### src/rtl/arbiter.sv
// Dual-issue dispatch arbiter: routes each accepted instruction to FIFO_1 or FIFO_2
// using override, register-ownership steering, then alternating load balance.
module arbiter #(
    parameter bit INIT_TARGET = 1'b0
) (
    input  logic        clk,
    input  logic        reset,
    input  logic [31:0] instr,
    input  logic        instr_valid,
    output logic        instr_ready,
    input  logic        fifo1_full,
    input  logic        fifo2_full,
    output logic [31:0] FIFO_1,
    output logic        fifo1_wr,
    output logic [31:0] FIFO_2,
    output logic        fifo2_wr,
    output logic        conflict
);

    // Handshake: an instruction transfers on a rising edge where instr_valid && instr_ready.
    // instr_ready depends on instr itself, because the full flag consulted is the chosen target's.

    logic [1:0] ovr;
    logic [4:0] src1, src2, dest;
    logic       imm;
    logic       unused_bits;

    assign ovr         = instr[28:27];
    assign src1        = instr[20:16];
    assign src2        = instr[15:11];
    assign imm         = instr[10];
    assign dest        = instr[4:0];
    assign unused_bits = ^{instr[31:29], instr[26:21], instr[9:5]};

    // Register ownership as two one-hot vectors; a register is never owned by both.
    logic [31:0] own_f1, own_f2;
    logic        toggle;

    logic dep1, dep2, forced, free, both_dep, target, accept;

    always_comb begin
        dep1     = own_f1[src1] | (!imm && own_f1[src2]) | own_f1[dest];
        dep2     = own_f2[src1] | (!imm && own_f2[src2]) | own_f2[dest];
        forced   = ovr[1];
        free     = !forced && !dep1 && !dep2;
        both_dep = !forced && dep1 && dep2;
        target   = toggle;
        if (forced) begin
            target = ovr[0];
        end else if (dep1 && !dep2) begin
            target = 1'b0;
        end else if (dep2 && !dep1) begin
            target = 1'b1;
        end else if (both_dep) begin
            // Tie-break on the first owned operand: src1, then src2 (if read), then dest.
            if (own_f1[src1] || own_f2[src1]) begin
                target = own_f2[src1];
            end else if (!imm && (own_f1[src2] || own_f2[src2])) begin
                target = own_f2[src2];
            end else begin
                target = own_f2[dest];
            end
        end
    end

    assign instr_ready = target ? !fifo2_full : !fifo1_full;
    assign accept      = instr_valid && instr_ready;

    always_ff @(posedge clk or posedge reset) begin
        if (reset) begin
            own_f1   <= '0;
            own_f2   <= '0;
            toggle   <= INIT_TARGET;
            FIFO_1   <= '0;
            FIFO_2   <= '0;
            fifo1_wr <= 1'b0;
            fifo2_wr <= 1'b0;
            conflict <= 1'b0;
        end else begin
            fifo1_wr <= accept && !target;
            fifo2_wr <= accept && target;
            conflict <= accept && both_dep;
            if (accept) begin
                if (target) begin
                    FIFO_2 <= instr;
                end else begin
                    FIFO_1 <= instr;
                end
                own_f1[dest] <= !target;
                own_f2[dest] <= target;
                if (free) begin
                    toggle <= !toggle;
                end
            end
        end
    end

endmodule

### config.mk
export PLATFORM = sky130hd
export DESIGN_NAME = arbiter
export DESIGN_NICKNAME = d
export VERILOG_FILES = /design/src/rtl/arbiter.sv
export SDC_FILE = /design/constraint.sdc
export NUM_CORES = 1
export LEC_CHECK = 0
export CELL_PAD_IN_SITES_DETAIL_PLACEMENT = 0
export CELL_PAD_IN_SITES_GLOBAL_PLACEMENT = 1
export CORE_UTILIZATION = 47
export CTS_BUF_LIST = sky130_fd_sc_hd__clkbuf_4 sky130_fd_sc_hd__clkbuf_8 sky130_fd_sc_hd__clkbuf_16
export CTS_CLUSTER_SIZE = 8
export DETAILED_ROUTE_END_ITERATION = 6
export PLACE_DENSITY_LB_ADDON = 0.12
export SETUP_SLACK_MARGIN = 0.1
export SLEW_MARGIN = 25
export SYNTH_ARGS = -nofsm -noshare
export SYNTH_HDL_FRONTEND = slang
export SYNTH_SLANG_ARGS = --single-unit
### constraint.sdc
create_clock -name clk -period 7.7 [get_ports clk]
set_input_delay 0.77 -clock clk [delete_from_list [all_inputs] [get_ports clk]]
set_output_delay 0.77 -clock clk [all_outputs]
set_load 0.02 [all_outputs]
==> summary.md <==
| Metric | Value |
|---|---|
| Iter 0 DRT Violations | `592` |
| GPL Wtd Cong | `about 0.94` |
| PortBufs | `roughly 100` |
| First-pass GRT wire length | `34680 microns` |
| Clock Tree Buf Depth | `2` |
| Status | `complete, but fails checks` |
| CTS tree | `built` |
| Leak pwr | `3.792 nW` |
| Startpoint Class | `input pin` |
| Final period utilization | `0.7064` |
| Post-CTS Setup Inserts | `0` |
| Place WS | `2.258 ns` |
| Final min period | `5.440 ns` |
| Max VDD drop | `0.0001896 V` |
| Final HPWL DP | `between 15000 and 20000 microns` |
| Largest net degree at the start of global routing | `between 80 and 90` |
| Req. time, crit path | `approximately 7 ns` |
| Vias per inst | `6.410` |
| Drt pass-1 iters | `7` |
| Mapped Area | `between 7000 and 8000 sq um` |
| Fin. Hold Viols | `0` |
| HP Class | `flop to flop` |
| Commonest non-fill, non-tap cell in the layout | `dfrtp_1` |
| WL final | `between 20000 and 25000 microns` |
| Vias in the first global route | `between 5000 and 6000` |
| Yosys reg bits | `about 130` |
| Synth warnings | `0` |
| Die width | `approximately 120 microns` |
| EDFF count, synth | `0` |
| Clk_lat worst skew | `~0.42 ns` |
| Core Area | `around 15000 sq um` |
| Post-Layout Cell Count | `around 900` |
| # IOs | `about 110` |
| Worst setup EP type | `output port` |
| Failing checks | `design-rule violations` |
| Area delta synth->final | `23.97%` |
| Die area | `15590 sq um` |
| Max frequency | `~180 MHz` |
| Initial cell density of the core | `0.4844` |
| Crit path DAT | `4.67 ns` |
| Slew at the pin closest to its max-slew limit | `approximately 1.0 ns` |
| Crit path max fanout | `20` |
| Fin worst setup slack | `about 2.3 ns` |
| Cells after Synth | `618` |
| Placed cell count | `864` |
| PwrDens | `between 200 and 300 nW/um^2` |
| Nets | `737` |
| Syn_area_per_cell | `11.48 sq um` |
| Initial antenna violation count | `0` |
| Max-slew headroom | `0.3008` |
| Share of cells above drive strength 1 | `0.1964` |
| Residual DRC count | `11` |
| Max Cap Viol | `0` |
| H-tree depth | `4` |
| Post-route cell area | `8793 sq um` |
| Overflow after GRT | `0` |
| Worst-path clk slew | `0.06 ns` |
| Top FF cell, synth | `dfrtp_1` |
| Final Skew | `0.007963 ns` |
| TritonCTS buffer count | `17` |
| Cell type with the largest total area after synthesis | `dfrtp_1` |
| Post-CTS sizing | `0` |
| # diodes | `0` |
| Final Power | `2.608 mW` |
| ANT nets after route | `0` |
| Clk sinks | `132` |
| Area contributors post-synth | `dfrtp_1 47%, mux2_2 11%, mux2i_1 8.5%` |
| Wirelength per Cell | `24.62 microns` |
| Sequential element share of the synthesized area | `0.4657` |
| Die Span Y | `between 100 and 150 microns` |
| Most frequent cells in the layout | `132 x dfrtp_1, 103 x clkdlybuf4s50_1, 71 x mux2_2` |
| RSZ-0062 raised after global routing | `no` |
| GRT Util Overall | `0.2964` |
| Hold_buf cts | `0` |
| WS Path Type | `input pin to output port` |
| Setup TNS | `0 ns` |
| Dpl cell area | `8204 sq um` |
| Synthesized Nets | `655` |
| Clock Root Buffer | `clkbuf_16` |
| Async SR Flop Fraction | `1.000` |
| Distinct cells, synth | `58` |
| Num rows | `44` |
| Final Max Slew Viols | `0` |
| Total number of vias | `between 5000 and 6000` |
| Final setup viols | `0` |
| Yosys top cell area share | `0.4657` |
## registers in the layout (all words and copies together), names as in the netlist
name	count
fifo1_wr	1
own_f2	32
conflict	1
fifo2_wr	1
own_f1	32
FIFO_2	32
toggle	1
FIFO_1	32
## area by class of cell
class | instances | area [sq um]
Clock inverter | 11 | 100.1
Fill cell | 1229 | 5851
Inverter | 21 | 81.33
Sequential cell | 132 | 3303
Clock buffer | 21 | 474.2
Tap cell | 184 | 230.2
Timing Repair Buffer | 116 | 1146
Multi-Input combinational cell | 412 | 3458
## Yosys cell counts, types with 5 or more instances
| cell | count |
|---|---|
| clkbuf_1 | 22 |
| dfrtp_1 | 132 |
| nand2b_1 | 7 |
| o21ai_0 | 6 |
| a22o_1 | 13 |
| buf_2 | 25 |
| a22oi_1 | 7 |
| nor2_1 | 14 |
| nand3_1 | 26 |
| o22ai_1 | 25 |
| nor2b_1 | 12 |
| inv_1 | 21 |
| a21oi_1 | 17 |
| nand2_1 | 17 |
| a31oi_1 | 13 |
| mux2_2 | 71 |
| nand3b_1 | 7 |
| mux2i_1 | 60 |
| nand4_1 | 5 |
| and3_1 | 17 |
| mux4_2 | 13 |
| a2bb2oi_1 | 17 |
## final timing paths
check                                            start                     end  slack, ns  cells past startpoint
worst max-delay path                          instr[0]             instr_ready       2.26                      9
worst min-delay path            FIFO_1[13]$_DFFE_PP0P_  FIFO_1[13]$_DFFE_PP0P_       0.50                      1
worst max register to register  own_f1[17]$_DFFE_PP0P_   own_f1[3]$_DFFE_PP0P_       3.93                     10
worst min register to register  FIFO_1[13]$_DFFE_PP0P_  FIFO_1[13]$_DFFE_PP0P_       0.50                      1
max in group asynchronous                        reset  own_f1[24]$_DFFE_PP0P_       5.73                      3
min in group asynchronous                        reset  FIFO_2[29]$_DFFE_PP0P_       0.80                      2
## routing by layer
layer	part of all wire	vias to the layer above	track usage
met5	0	-	0
li1	-	2495	-
met3	0.089	51	0.06271
met2	0.46	312	0.4587
met1	0.42	2892	0.4059
met4	0.029	0	0.1220
## per-stage QoR
step | hold slack [ns] | utilization
after floorplan | 0.4377 | -
after global placement | 0.4876 | 0.5602
after detailed placement | 0.4921 | 0.5602
after CTS | 0.5057 | 0.5995
after global routing | 0.5121 | 0.6005
final | 0.5020 | 0.6005
## critical path: stages
cell,delay [ns]
clkdlybuf4s50_1,0.99
mux4_2,0.61
a32o_1,0.24
nor4b_1,0.47
o21ai_1,0.12
and4b_1,0.27
or3b_2,0.50
and2_1,0.17
clkdlybuf4s50_1,0.54
## power breakdown
group	switching, mW	internal, mW
Clock	0.308	0.474
Sequential	0.154	0.865
Combinational	0.393	0.414
Total	0.855	1.75
## cell families (layout without fill, tap and decap cells)
| group | count (synthesis) | in the layout | synth area share |
|---|---|---|---|
| AND/OR/NAND/NOR | 140 | 140 | 0.1170 |
| buffers and inverters | 74 | 169 | 0.04780 |
| XOR/XNOR | 1 | 1 | 0.001235 |
| AO/OA/AOI/OAI | 124 | 124 | 0.1249 |
| multiplexers | 147 | 147 | 0.2434 |
| flip-flops | 132 | 132 | 0.4657 |
No activity file was read; power rests on OpenSTA's default activity.
